==> src/rtl/uart_pkg.sv <==
// Shared UART definitions: FSM state encoding, parity modes and width helpers.
package uart_pkg;

   typedef enum logic [2:0] {
      RESET,
      IDLE,
      START,
      DATA,
      PARITY,
      STOP
   } state_t;

   localparam logic [1:0] PAR_NONE = 2'b00;
   localparam logic [1:0] PAR_EVEN = 2'b01;
   localparam logic [1:0] PAR_ODD  = 2'b10;

   // Index width that never collapses to zero bits.
   function automatic int clog2w(input int n);
      return (n <= 1) ? 1 : $clog2(n);
   endfunction

endpackage

==> src/rtl/uart_sync_fifo.sv <==
// Synchronous FIFO with occupancy count; shared by the UART transmit and receive paths.
module uart_sync_fifo
   import uart_pkg::*;
#(
   parameter int W     = 8,
   parameter int DEPTH = 4,
   localparam int AW   = clog2w(DEPTH)
) (
   input  logic          i_clk,
   input  logic          i_rst_n,
   input  logic          i_push,
   input  logic          i_pop,
   input  logic [W-1:0]  i_data,
   output logic [W-1:0]  o_data,
   output logic          o_full,
   output logic          o_empty,
   output logic [AW:0]   o_count
);

   logic [W-1:0]  r_mem [DEPTH];
   logic [AW-1:0] r_wp, r_rp;
   logic [AW:0]   r_cnt;
   logic          w_push, w_pop;

   // A push into a full FIFO is legal only when a pop frees the slot on the same edge.
   assign w_pop  = i_pop && !o_empty;
   assign w_push = i_push && (!o_full || w_pop);

   always_ff @(posedge i_clk or negedge i_rst_n) begin
      if (!i_rst_n) begin
         r_wp  <= '0;
         r_rp  <= '0;
         r_cnt <= '0;
      end else begin
         if (w_push) r_wp <= r_wp + 1'b1;
         if (w_pop)  r_rp <= r_rp + 1'b1;
         case ({w_push, w_pop})
            2'b10:   r_cnt <= r_cnt + 1'b1;
            2'b01:   r_cnt <= r_cnt - 1'b1;
            default: ;
         endcase
      end
   end

   always_ff @(posedge i_clk) begin
      if (w_push) r_mem[r_wp] <= i_data;
   end

   assign o_data  = r_mem[r_rp];
   assign o_full  = (r_cnt == (AW+1)'(DEPTH));
   assign o_empty = (r_cnt == '0);
   assign o_count = r_cnt;

endmodule

==> src/rtl/uart_tx_fifo.sv <==
// UART transmitter with queued input: runtime divisor, optional parity, 1/2 stop bits,
// frames sent back-to-back while the queue holds characters.
module uart_tx_fifo
   import uart_pkg::*;
#(
   parameter int DATA_W     = 8,
   parameter int DIV_W      = 16,
   parameter int FIFO_DEPTH = 4
) (
   input  logic              i_clk,
   input  logic              i_rst_n,
   input  logic              i_valid,
   input  logic [DATA_W-1:0] i_data,
   output logic              o_ready,
   input  logic [DIV_W-1:0]  i_baud_div,
   input  logic [1:0]        i_parity,
   input  logic              i_two_stop,
   output logic              o_tx,
   output logic              o_busy
);

   localparam int CW = clog2w(FIFO_DEPTH);
   localparam int BW = clog2w(DATA_W);

   state_t            r_state;
   logic [DIV_W-1:0]  r_div, r_bcnt;
   logic [DATA_W-1:0] r_shift;
   logic [BW-1:0]     r_bit;
   logic              r_par_en, r_par_bit, r_two, r_stop2;
   logic              r_tx, r_ready, r_busy;

   logic              w_push, w_pop, w_full, w_empty, w_bit_end, w_stop_done;
   logic [DATA_W-1:0] w_head;
   logic [CW:0]       w_count, w_cnt_nxt;
   logic [DIV_W-1:0]  w_div;

   assign w_bit_end   = (r_bcnt == r_div);
   assign w_stop_done = (r_state == STOP) && w_bit_end && (!r_two || r_stop2);
   assign w_push      = i_valid && r_ready && !w_full;
   assign w_pop       = !w_empty && ((r_state == IDLE) || w_stop_done);
   assign w_cnt_nxt   = w_count + (CW+1)'(w_push) - (CW+1)'(w_pop);
   assign w_div       = (i_baud_div > DIV_W'(1)) ? i_baud_div : DIV_W'(1);

   uart_sync_fifo #(.W(DATA_W), .DEPTH(FIFO_DEPTH)) u_fifo (
      .i_clk   (i_clk),
      .i_rst_n (i_rst_n),
      .i_push  (w_push),
      .i_pop   (w_pop),
      .i_data  (i_data),
      .o_data  (w_head),
      .o_full  (w_full),
      .o_empty (w_empty),
      .o_count (w_count)
   );

   always_ff @(posedge i_clk or negedge i_rst_n) begin
      if (!i_rst_n) begin
         r_state   <= RESET;
         r_tx      <= 1'b1;
         r_ready   <= 1'b0;
         r_busy    <= 1'b0;
         r_div     <= DIV_W'(1);
         r_bcnt    <= DIV_W'(1);
         r_shift   <= '0;
         r_bit     <= '0;
         r_par_en  <= 1'b0;
         r_par_bit <= 1'b0;
         r_two     <= 1'b0;
         r_stop2   <= 1'b0;
      end else begin
         r_ready <= (w_cnt_nxt != (CW+1)'(FIFO_DEPTH));
         r_bcnt  <= w_bit_end ? DIV_W'(1) : r_bcnt + 1'b1;
         // Frame start, from IDLE or straight out of the last stop bit; config is frozen here.
         if (w_pop) begin
            r_state   <= START;
            r_tx      <= 1'b0;
            r_busy    <= 1'b1;
            r_shift   <= w_head;
            r_div     <= w_div;
            r_bcnt    <= DIV_W'(1);
            r_par_en  <= (i_parity == PAR_EVEN) || (i_parity == PAR_ODD);
            r_par_bit <= (^w_head) ^ (i_parity == PAR_ODD);
            r_two     <= i_two_stop;
            r_stop2   <= 1'b0;
         end else begin
            case (r_state)
               RESET: r_state <= IDLE;
               START: if (w_bit_end) begin
                  r_state <= DATA;
                  r_tx    <= r_shift[0];
                  r_shift <= r_shift >> 1;
                  r_bit   <= '0;
               end
               DATA: if (w_bit_end) begin
                  if (r_bit == BW'(DATA_W-1)) begin
                     r_state <= r_par_en ? PARITY : STOP;
                     r_tx    <= r_par_en ? r_par_bit : 1'b1;
                  end else begin
                     r_tx    <= r_shift[0];
                     r_shift <= r_shift >> 1;
                     r_bit   <= r_bit + 1'b1;
                  end
               end
               PARITY: if (w_bit_end) begin
                  r_state <= STOP;
                  r_tx    <= 1'b1;
               end
               STOP: if (w_bit_end) begin
                  if (r_two && !r_stop2) begin
                     r_stop2 <= 1'b1;
                  end else begin
                     r_state <= IDLE;
                     r_busy  <= 1'b0;
                  end
               end
               default: ;
            endcase
         end
      end
   end

   assign o_tx    = r_tx;
   assign o_ready = r_ready;
   assign o_busy  = r_busy;

endmodule

==> config.mk <==
export PLATFORM = sky130hd
export DESIGN_NAME = uart_tx_fifo
export DESIGN_NICKNAME = d
export VERILOG_FILES = /design/src/rtl/uart_pkg.sv /design/src/rtl/uart_sync_fifo.sv /design/src/rtl/uart_tx_fifo.sv
export SDC_FILE = /design/constraint.sdc
export NUM_CORES = 1
export LEC_CHECK = 0
export CAP_MARGIN = 0
export CORE_UTILIZATION = 60
export CTS_BUF_LIST = sky130_fd_sc_hd__clkbuf_8
export CTS_CLUSTER_SIZE = 40
export DETAILED_ROUTE_END_ITERATION = 7
export PLACE_DENSITY = 0.86
export SLEW_MARGIN = 5
export SYNTH_ARGS = -nofsm -noshare
export SYNTH_HDL_FRONTEND = slang
export SYNTH_HIERARCHICAL = 1
export SYNTH_SLANG_ARGS = --single-unit
export TNS_END_PERCENT = 50
==> constraint.sdc <==
create_clock -name i_clk -period 4.1 [get_ports i_clk]
set_input_delay 0.82 -clock i_clk [delete_from_list [all_inputs] [get_ports i_clk]]
set_output_delay 0.82 -clock i_clk [all_outputs]
set_load 0.05 [all_outputs]
==> out/qor.yml, run 1 <==
detailed_routing:
  wl_per_cell_um: 16.0
  antenna_left: 0
  num_vias: 2715
  wl_um: 7670
  drtIter0Drc: 181
  drc_errors: 0
  dr.pass1.iters: 4
  routed_via_density: 5.66
clock_network:
  cts.htree.levels: 3
  cts_hold_buf: 0
  clkTransAtPathRegs_ps: 100
  cts_setup_buffers: 0
  cts_root_buf: "clkbuf_8"
  cts_sinks: 92
  insertion_delay_ps: 350
  cts_tree: "built"
  cts_max_path_buffers: 2
  cts_made_buffers: 9
  cts_resized: 0
cells_and_area:
  fillers: 482
  layout-drive-gt1-share: 0.154
  seq_area_mm2: 0.00247
  area_growth_pct: 13.7
  final_area_mm2: 0.00496
  fin_nets: 421
  antenna_cells: 0
  multi_input_area_mm2: 0.00176
global_route:
  overflow: 0
  gr-usage-met3: 0.0379
  grt_pass1_wl_um: 12900
  antenna_found_initial: 0
  grt_usage: 0.227
  grt_pass1_vias: 2732
  use_met1: 0.306
  met2_usage: 0.372
  grt_max_degree: 42
  grt.busiest_layer: "met2"
power_and_ir_drop:
  switching_share: 0.282
  switching_power_uw: 623
  intPower_mw: 1.58
  p_comb_frac: 0.191
  leakage_nw: 1.95
  total_power_mw: 2.21
  p_per_area_mw_per_mm2: 445
  clockPowerShare: 0.282
  vdd_drop_max_v: 0.000356
  p_seq_frac: 0.527
yosys:
  synth_flop_cell: "dfrtp_1"
  synth-seq-cells: 92
  syn_nets: 387
  yosys_warnings: 6
  syn_avg_cell_area_um2: 12.6
  yosysUniqueCellTypes: 52
  yosysSeqAreaShare: 0.566
  synth-async-reset-ratio: 0.652
  synth-edff-count: 32
  synth_area_mm2: 0.00436
  synth_cells: 345
critical_path:
  reg2reg_to: "u_fifo/o_count[2]"
  endpoint_kind: "flip-flop"
  path_max_fanout: 7
  crit_arrival_ps: 3160
  cp.required_ps: 4380
  r2r_start: "u_fifo/o_count[0]"
  critPathLaunchType: "flip-flop"
  r2r_setup_slack_ps: 1220
  rr_worst_depth: 13
  worstSetupPathType: "reg -> reg"
floorplan:
  row_count: 30
  initial_core_util: 0.631
  core_area_mm2: 0.00691
  die_area_mm2: 0.00761
  die_h_um: 87.3
  dieWidth_um: 87.3
  ios: 33
sta:
  drv_slew: 0
  min_period_ps: 2880
  grt_setup_unrepaired: "false"
  tns_ps: 0
  finalCritPeriodShare: 0.703
  worstMarginPinSlew_ps: 905
  max-slew-margin-rel: 0.397
  skew_ps: 8.78
  setup_ws_ps: 1220
  final_hold_viol_count: 0
  fmax_mhz: 347
  setup_viol: 0
min_path:
  min-delay-start: "r_bcnt[0]"
  min-delay-path-class: "reg -> reg"
  hold_depth: 1
  whs_endpoint: "r_bcnt[0]"
placed_design:
  place_area_mm2: 0.00475
  gp_congestion: 0.816
  place_hpwl_um: 5630
  port_buffers: 32
  place_ws_ps: 1240
flow_run:
  drv_cap: 0
status:
  status: "complete, no violations"
## cell usage in the layout (no fill, tap or decap), types with 5 or more instances in the layout
cell             Yosys  final
xnor2_1             33     33
nand4_1              8      8
clkbuf_8             0      9
clkdlybuf4s50_1      0     31
inv_1               17     17
o21a_1               7      7
nand3_1              8      8
mux4_2               8      8
o22a_1               7      7
xor2_1              13     13
edfxtp_1            32     32
nor2_1              24     24
dfrtp_1             57     57
nand2_1             26     26
o21ai_0             12     12
a21oi_1              5      5
mux2_2              16     16
ha_1                10     10
## metrics by stage
step	util	hold WS [ps]	instances
2_1_floorplan	-	445	345
3_3_place_gp	0.688	461	464
3_5_place_dp	0.688	470	464
4_1_cts	0.718	492	480
5_1_grt	0.718	509	480
6_report	0.718	490	480
## Yosys cell counts (2+ instances only)
cell	n	area share
mux4_2	8	0.041
mux2_2	16	0.041
fa_1	2	0.0092
o21ai_0	12	0.014
edfxtp_1	32	0.22
nor2b_1	2	0.0029
inv_1	17	0.015
a41oi_1	2	0.0040
buf_4	2	0.0034
clkbuf_1	3	0.0026
xnor2_1	33	0.066
o22a_1	7	0.014
nand2_1	26	0.022
nor3_1	4	0.0046
nand4_1	8	0.011
nor2_1	24	0.021
nand3_1	8	0.0092
o221ai_1	2	0.0040
xor2_1	13	0.026
nor4_1	3	0.0043
a21oi_1	5	0.0057
buf_2	5	0.0057
mux2i_1	2	0.0046
and2_2	4	0.0069
o21a_1	7	0.012
dfstp_2	3	0.018
dfrtp_1	57	0.33
and3_1	4	0.0057
nand2b_1	2	0.0029
ha_1	10	0.029
## sequential cells by signal (all words and copies together) (netlist names)
| name | flops |
|---|---|
| u_fifo/r_mem | 32 |
| r_bcnt | 16 |
| r_div | 16 |
| r_shift | 8 |
| r_bit | 3 |
| r_state | 3 |
| u_fifo/o_count | 3 |
| u_fifo/r_rp | 2 |
| u_fifo/r_wp | 2 |
| o_busy | 1 |
| o_ready | 1 |
| o_tx | 1 |
| r_par_bit | 1 |
| r_par_en | 1 |
| r_stop2 | 1 |
| r_two | 1 |
## power groups by stage
stage                     sequential [mW]  combinational (mW)  clock, mW
after detailed placement             1.18               0.428          0
final                                1.16               0.422      0.622
after global placement               1.18               0.405          0
after global routing                 1.18               0.470      0.677
after CTS                            1.16               0.430      0.636
after floorplan                      1.17               0.306          0
## worst max-delay path, stage by stage (launching register included)
cell	delay, ps
dfrtp_1	460
nor3_1	390
nand2b_1	220
nor2b_1	100
a21oi_2	200
inv_1	110
o21a_4	260
inv_1	60
ha_1	170
inv_1	60
fa_1	370
xor2_1	150
nor2_1	120
xor2_1	150
## how the worst max path moves through the flow
| stage | startpoint | end | slack, ps | cells after the start |
|---|---|---|---|---|
| after floorplan | u_fifo/o_count[0] | o_ready | 1220 | 12 |
| after global placement | u_fifo/o_count[0] | u_fifo/o_count[2] | 1390 | 13 |
| after detailed placement | u_fifo/o_count[0] | u_fifo/o_count[2] | 1240 | 13 |
| after CTS | u_fifo/o_count[0] | u_fifo/o_count[2] | 1210 | 13 |
| after global routing | u_fifo/o_count[0] | u_fifo/o_count[2] | 1030 | 13 |
| final | u_fifo/o_count[0] | u_fifo/o_count[2] | 1220 | 13 |
## layer usage
layer	wire length (um)	part of all wire
met4	114	0.015
met3	239	0.031
met1	3410	0.44
met5	0	0
met2	3900	0.51
## layout make-up
cell class,count,area share
clock buffers,9,0.0250
clock inverters,7,0.0167
inverters,17,0.0129
multi-input cells,224,0.356
flip-flops and latches,92,0.497
well taps,96,0.0242
repair buffers,35,0.0681
## logic make-up (layout without fill, tap and decap cells)
kind of cell,after synthesis,in the layout,synth area share
AOI/OAI and AO/OA,45,45,0.0743
xor gates and xnor gates,46,46,0.0924
adders and majority gates,12,12,0.0379
buffers and inverters,29,68,0.0298
DFF,92,92,0.566
muxes,27,27,0.0907
and+or+nand+nor,94,94,0.109
Power figures use the tool's default switching activity.
==> run 2: changes to the inputs <==
--- a/config.mk
+++ b/config.mk
@@ -6,11 +6,11 @@
 export NUM_CORES = 1
 export LEC_CHECK = 0
 export CAP_MARGIN = 0
-export CORE_UTILIZATION = 60
+export CORE_UTILIZATION = 55
 export CTS_BUF_LIST = sky130_fd_sc_hd__clkbuf_8
 export CTS_CLUSTER_SIZE = 40
 export DETAILED_ROUTE_END_ITERATION = 7
-export PLACE_DENSITY = 0.86
+export PLACE_DENSITY = 0.83
 export SLEW_MARGIN = 5
 export SYNTH_ARGS = -nofsm -noshare
 export SYNTH_HDL_FRONTEND = slang
==> constraint.sdc (replaced) <==
create_clock -name i_clk -period 2.6 [get_ports i_clk]
set_input_delay 0.52 -clock i_clk [delete_from_list [all_inputs] [get_ports i_clk]]
set_output_delay 0.52 -clock i_clk [all_outputs]
set_load 0.05 [all_outputs]
==> run 2 against run 1 <==
  * The flow now finishes with violations (setup timing)
  * Die area increased by 8.9%
  * Cell area increased by 6.0%
  * Core utilization decreased by 3.5 points
  * Maximum frequency increased by 9.5%
  * Final cell count increased by 6.9%
  * First-iteration DRC count increased by 0.55%
  * Sequential share of layout area decreased by 2.8 points
  * Combinational power increased by 110%
  * Non-clock buffer count increased by 27
  * Via count increased by 4.2%
  * Sequential power increased by 55%
  * Setup slack got worse by 1300 ps
  * Critical path type unchanged
  * Largest power group unchanged
==> out/qor.yml, run 2 (synthesis gave the netlist of run 1 again) <==
sta:
  worstMarginPinSlew_ps: 510  # -395 ps
  fmax_mhz: 380  # +9.5%
  setup_ws_ps: -31.3  # -1250 ps
  max-slew-margin-rel: 0.659  # +0.262
  setup_viol: 1  # +1
  drv_slew: 0  # unchanged
  final_hold_viol_count: 0  # unchanged
  min_period_ps: 2630  # -249 ps
  finalCritPeriodShare: 1.01  # +0.309
  skew_ps: 15.6  # +6.82 ps
  grt_setup_unrepaired: "true"
  tns_ps: -31.3  # -31.3 ps
status:
  status: "finished with violations"
  violations: "setup timing"
clock_network:
  cts_sinks: 92  # unchanged
  cts_hold_buf: 0  # unchanged
  clkTransAtPathRegs_ps: 100  # about the same
  insertion_delay_ps: 380  # +30 ps
  cts_root_buf: "clkbuf_8"
  cts_max_path_buffers: 2  # unchanged
  cts_tree: "built"
  cts_made_buffers: 9  # unchanged
  cts.htree.levels: 3  # unchanged
placed_design:
  dp.cells: 494  # +6.5%
  port_buffers: 32  # unchanged
  place_hpwl_um: 5900  # +4.8%
  gp_congestion: 0.852  # +4.4%
  place_ws_ps: -94.9  # -1330 ps
detailed_routing:
  dr.pass1.iters: 4  # unchanged
  drtIter0Drc: 182  # +0.55%
  routed_via_density: 5.51  # -2.5%
  drc_errors: 0  # unchanged
  num_vias: 2828  # +4.2%
  antenna_left: 0  # unchanged
  wl_per_cell_um: 16.7  # +4.2%
  wl_um: 8540  # +11%
global_route:
  overflow: 0  # unchanged
  met2_usage: 0.378  # +0.00600
  use_met1: 0.299  # -0.00716
  antenna_found_initial: 0  # unchanged
  grt_usage: 0.230  # +0.00373
  grt_pass1_wl_um: 14400  # +12%
  grt.busiest_layer: "met2"
  gr-usage-met3: 0.0536  # +0.0157
  grt_pass1_vias: 2950  # +8.0%
  grt_max_degree: 61  # +45%
cells_and_area:
  utilization: 0.683  # -0.0345
  fin_nets: 448  # +6.4%
  layout-drive-gt1-share: 0.236  # +0.0824
  mostFrequentLayoutCells: "dfrtp_1, edfxtp_1, xnor2_1, clkdlybuf4s50_1, buf_4"
  final_common_cell: "dfrtp_1"
  reg.largest.list: "u_fifo/r_mem (32), r_bcnt (16), r_div (16)"
  largest-register: "u_fifo/r_mem"
  antenna_cells: 0  # unchanged
  largest_register_ffs: 32  # unchanged
  layoutNonFillerInstCount: 513  # +6.9%
  area_growth_pct: 20.5
power_and_ir_drop:
  leakage_nw: 2.13  # +9.1%
  p_per_area_mw_per_mm2: 693  # +56%
  total_power_mw: 3.64  # +65%
  vdd_drop_max_v: 0.000512  # +44%
critical_path:
  cp.required_ps: 2860  # -1520 ps
  worstSetupPathType: "reg -> reg"
  critPathLaunchType: "flip-flop"
  crit_arrival_ps: 2890  # -270 ps
  endpoint_kind: "flip-flop"
  path_max_fanout: 4  # -3
floorplan:
  die_h_um: 91.0  # +4.3%
  dieWidth_um: 91.0  # +4.3%
  row_count: 32  # +6.7%
  core_area_mm2: 0.00769  # +11%
  ios: 33  # unchanged
  die_area_mm2: 0.00829  # +8.9%
  initial_core_util: 0.567  # -0.0641
min_path:
  min-delay-path-class: "in -> async"
flow_run:
  drv_cap: 0  # unchanged
-- run 2: report_power, final --
| group | internal (mW) | switching, mW |
|---|---|---|
| logic | 0.453 | 0.432 |
| clock network | 0.382 | 0.572 |
| registers | 1.70 | 0.0983 |
-- run 2: metrics by stage --
stage / area (um2) / hold slack (ps)
floorplan: 4390 / 224
global placement: 4970 / 462
detailed placement: 4970 / 466
CTS: 5240 / 142
global route: 5250 / 137
finish: 5250 / 122
-- run 2: layout make-up --
class,instances,area (um2)
sequential,92,2470
fill,548,2430
multi-input combinational,224,1840
timing repair buffer,62,553
tap,102,128
clock buffer,9,124
clock inverter,7,76.3
inverter,17,63.8
-- run 2: repair_timing --
item                                    in CTS  in global routing
endpoints found under the setup margin       2                  2
resized for setup                            6                  2
gates cloned                                 0                  0
pin swaps                                    5                  7
buffers inserted                             2                  1
-- run 2: final timing paths --
path                            startpoint         to  slack (ps)  cells past startpoint
max in group asynchronous          i_rst_n   r_div[0]        2140                      2
worst max register to register    r_div[4]    o_ready         -30                      9
min in group i_clk               r_par_bit  r_par_bit         490                      2
worst min register to register   r_par_bit  r_par_bit         490                      2
worst min-delay path               i_rst_n  r_bcnt[6]         120                      2
worst max-delay path              r_div[4]    o_ready         -30                      9
-- run 2: critical path, cell delays in order (launching register included) --
cell	delay [ps]
dfrtp_1	420
xnor2_2	210
nand4_1	170
nor4_4	350
a21oi_2	130
or2_4	260
nand2_2	90
ha_4	130
fa_2	410
or3_1	340
-- run 2: routing by layer --
metal,wire length [um],share of wire,vias to the layer above
li1,-,-,1345
met1,3740,0.44,1391
met2,4160,0.49,71
met3,448,0.052,21
met4,195,0.023,0
met5,0,0,-
==> run 3: changes to the inputs <==
==> constraint.sdc (replaced) <==
create_clock -name i_clk -period 2.6 [get_ports i_clk]
set_input_delay 0.26 -clock i_clk [delete_from_list [all_inputs] [get_ports i_clk]]
set_output_delay 0.26 -clock i_clk [all_outputs]
set_load 0.05 [all_outputs]
==> run 3 against run 2 <==
  * The run still ends with setup timing left
  * Critical path depth did not move
  * Setup slack got worse by 56 ps
  * Clock power barely moved
  * Final cell count rose by 0.78%
  * Sequential power barely moved
  * Non-clock buffer count rose by 4
  * First-iteration DRC count rose by 30%
  * Die area did not move
  * Power rose by 0.62%
  * Global-route usage fell by 0.40 points
  * Sequential share of layout area fell by 0.61 points
  * Largest power group unchanged
==> out/qor.yml, run 3 (synthesis gave the netlist of run 1 again) <==
status:
  status: "finished with violations"
  violations: "setup timing"
clock_network:
  cts_root_buf: "clkbuf_8"
  cts_made_buffers: 9  # unchanged
  cts.htree.levels: 3  # unchanged
  clkTransAtPathRegs_ps: 100  # about the same
  cts_sinks: 92  # unchanged
  cts_tree: "built"
  insertion_delay_ps: 370  # about the same
  cts_max_path_buffers: 2  # unchanged
cells_and_area:
  fin_nets: 452  # +0.89%
  antenna_cells: 0  # unchanged
  largest-register: "u_fifo/r_mem"
  final_common_cell: "dfrtp_1"
  reg.largest.list: "u_fifo/r_mem (32), r_bcnt (16), r_div (16)"
  area_growth_pct: 22.1
  mostFrequentLayoutCells: "dfrtp_1, buf_4, edfxtp_1, clkdlybuf4s50_1, xnor2_1"
  largest_register_ffs: 32  # unchanged
  layout-drive-gt1-share: 0.253  # +0.0170
  final_area_mm2: 0.00532  # +1.3%
floorplan:
  die_h_um: 91.0  # unchanged
  core_area_mm2: 0.00769  # unchanged
  ios: 33  # unchanged
  initial_core_util: 0.567  # unchanged
  dieWidth_um: 91.0  # unchanged
  row_count: 32  # unchanged
  die_area_mm2: 0.00829  # unchanged
power_and_ir_drop:
  clockPowerShare: 0.260  # -0.002
  switching_power_mw: 1.12  # +1.2%
  leakage_nw: 2.17  # +1.9%
  p_comb_frac: 0.246  # +0.003
  p_per_area_mw_per_mm2: 688  # -0.69%
  switching_share: 0.305  # +0.00174
  p_seq_frac: 0.493  # -0.002
  vdd_drop_max_v: 0.000611  # +19%
  intPower_mw: 2.55  # +0.36%
min_path:
  min-delay-path-class: "in -> async"
detailed_routing:
  antenna_left: 0  # unchanged
  drtIter0Drc: 237  # +30%
  dr.pass1.iters: 4  # unchanged
  num_vias: 2870  # +1.5%
  routed_via_density: 5.55  # +0.70%
  drc_errors: 0  # unchanged
  wl_per_cell_um: 16.4  # -1.3%
  wl_um: 8500  # -0.55%
global_route:
  overflow: 0  # unchanged
  grt_max_degree: 61  # unchanged
  grt_usage: 0.226  # -0.00396
  grt_pass1_vias: 3015  # +2.2%
  antenna_found_initial: 0  # unchanged
  grt_pass1_wl_um: 14400  # -0.19%
critical_path:
  cp.required_ps: 2850  # about the same
  crit_arrival_ps: 2940  # +50 ps
  endpoint_kind: "flip-flop"
  critPathLaunchType: "flip-flop"
  path_max_fanout: 4  # unchanged
  worstSetupPathType: "reg -> reg"
placed_design:
  port_buffers: 32  # unchanged
  place_hpwl_um: 5850  # -0.93%
  place_area_mm2: 0.00497  # unchanged
  place_ws_ps: -142  # -47.5 ps
  gp_congestion: 0.861  # +1.2%
flow_run:
  drv_cap: 0  # unchanged
sta:
  final_hold_viol_count: 0  # unchanged
  max-slew-margin-rel: 0.665  # +0.00606
  skew_ps: 13.1  # -2.55 ps
  setup_viol: 2  # +1
  finalCritPeriodShare: 1.03  # +0.0216
  worstMarginPinSlew_ps: 501  # -9.07 ps
  fmax_mhz: 372  # -2.1%
  grt_setup_unrepaired: "true"
  min_period_ps: 2690  # +56.1 ps
  setup_ws_ps: -87.4  # -56.1 ps
  drv_slew: 0  # unchanged
run 3: final timing paths:
kind                       startpoint         to  slack (ps)  depth (start not counted)
hold / removal                i_rst_n  r_bcnt[2]         420                          3
setup reg to reg            r_div[11]    o_ready         -90                          9
hold reg to reg              r_div[0]   r_div[0]         490                          2
min in group i_clk           r_div[0]   r_div[0]         490                          2
setup / recovery            r_div[11]    o_ready         -90                          9
max in group asynchronous     i_rst_n       o_tx        1860                          3
run 3: what timing repair did:
action,CTS,global route
hold buffers,1,0
endpoints found under the setup margin,3,3
setup buffers,3,3
endpoints found under the hold margin,57,0
resized for setup,7,7
pin swaps,8,7
run 3: critical path: stages, from the launching register on:
cell	delay (ps)
dfrtp_1	420
xnor2_2	200
nand4_1	200
nor4_4	390
a21oi_2	140
or2_4	260
nand2_2	80
ha_4	130
fa_2	410
or3_1	340
run 3: power groups by stage:
stage	clock, mW	sequential (mW)	combinational, mW
2_1_floorplan	0	1.84	0.494
3_3_place_gp	0	1.81	0.806
3_5_place_dp	0	1.82	0.842
4_1_cts	0.968	1.79	0.889
5_1_grt	1.02	1.82	1.00
6_report	0.954	1.81	0.902
run 3: layout make-up:
type / instances / area [um2]
flip-flops and latches: 92 / 2470
fillers: 535 / 2360
multi-input cells: 224 / 1880
repair buffers: 66 / 586
well taps: 102 / 128
clock buffers: 9 / 124
clock inverters: 7 / 76.3
inverters: 17 / 63.8
run 3: per-layer routing:
metal	routed length, um	global-route usage	vias to the layer above
met2	4360	0.383	61
met3	364	0.0410	11
li1	-	-	1351
met5	0	0	-
met4	110	0.0780	0
met1	3660	0.296	1447
run 3: through the flow:
step	instances	total power [mW]	utilization	hold slack [ps]	TNS, ps
2_1_floorplan	345	2.34	-	-35.6	-239
3_3_place_gp	494	2.62	0.647	289	-8.22
3_5_place_dp	494	2.67	0.647	291	-261
4_1_cts	514	3.65	0.684	419	-102
5_1_grt	517	3.85	0.692	453	-344
6_report	517	3.66	0.692	416	-154
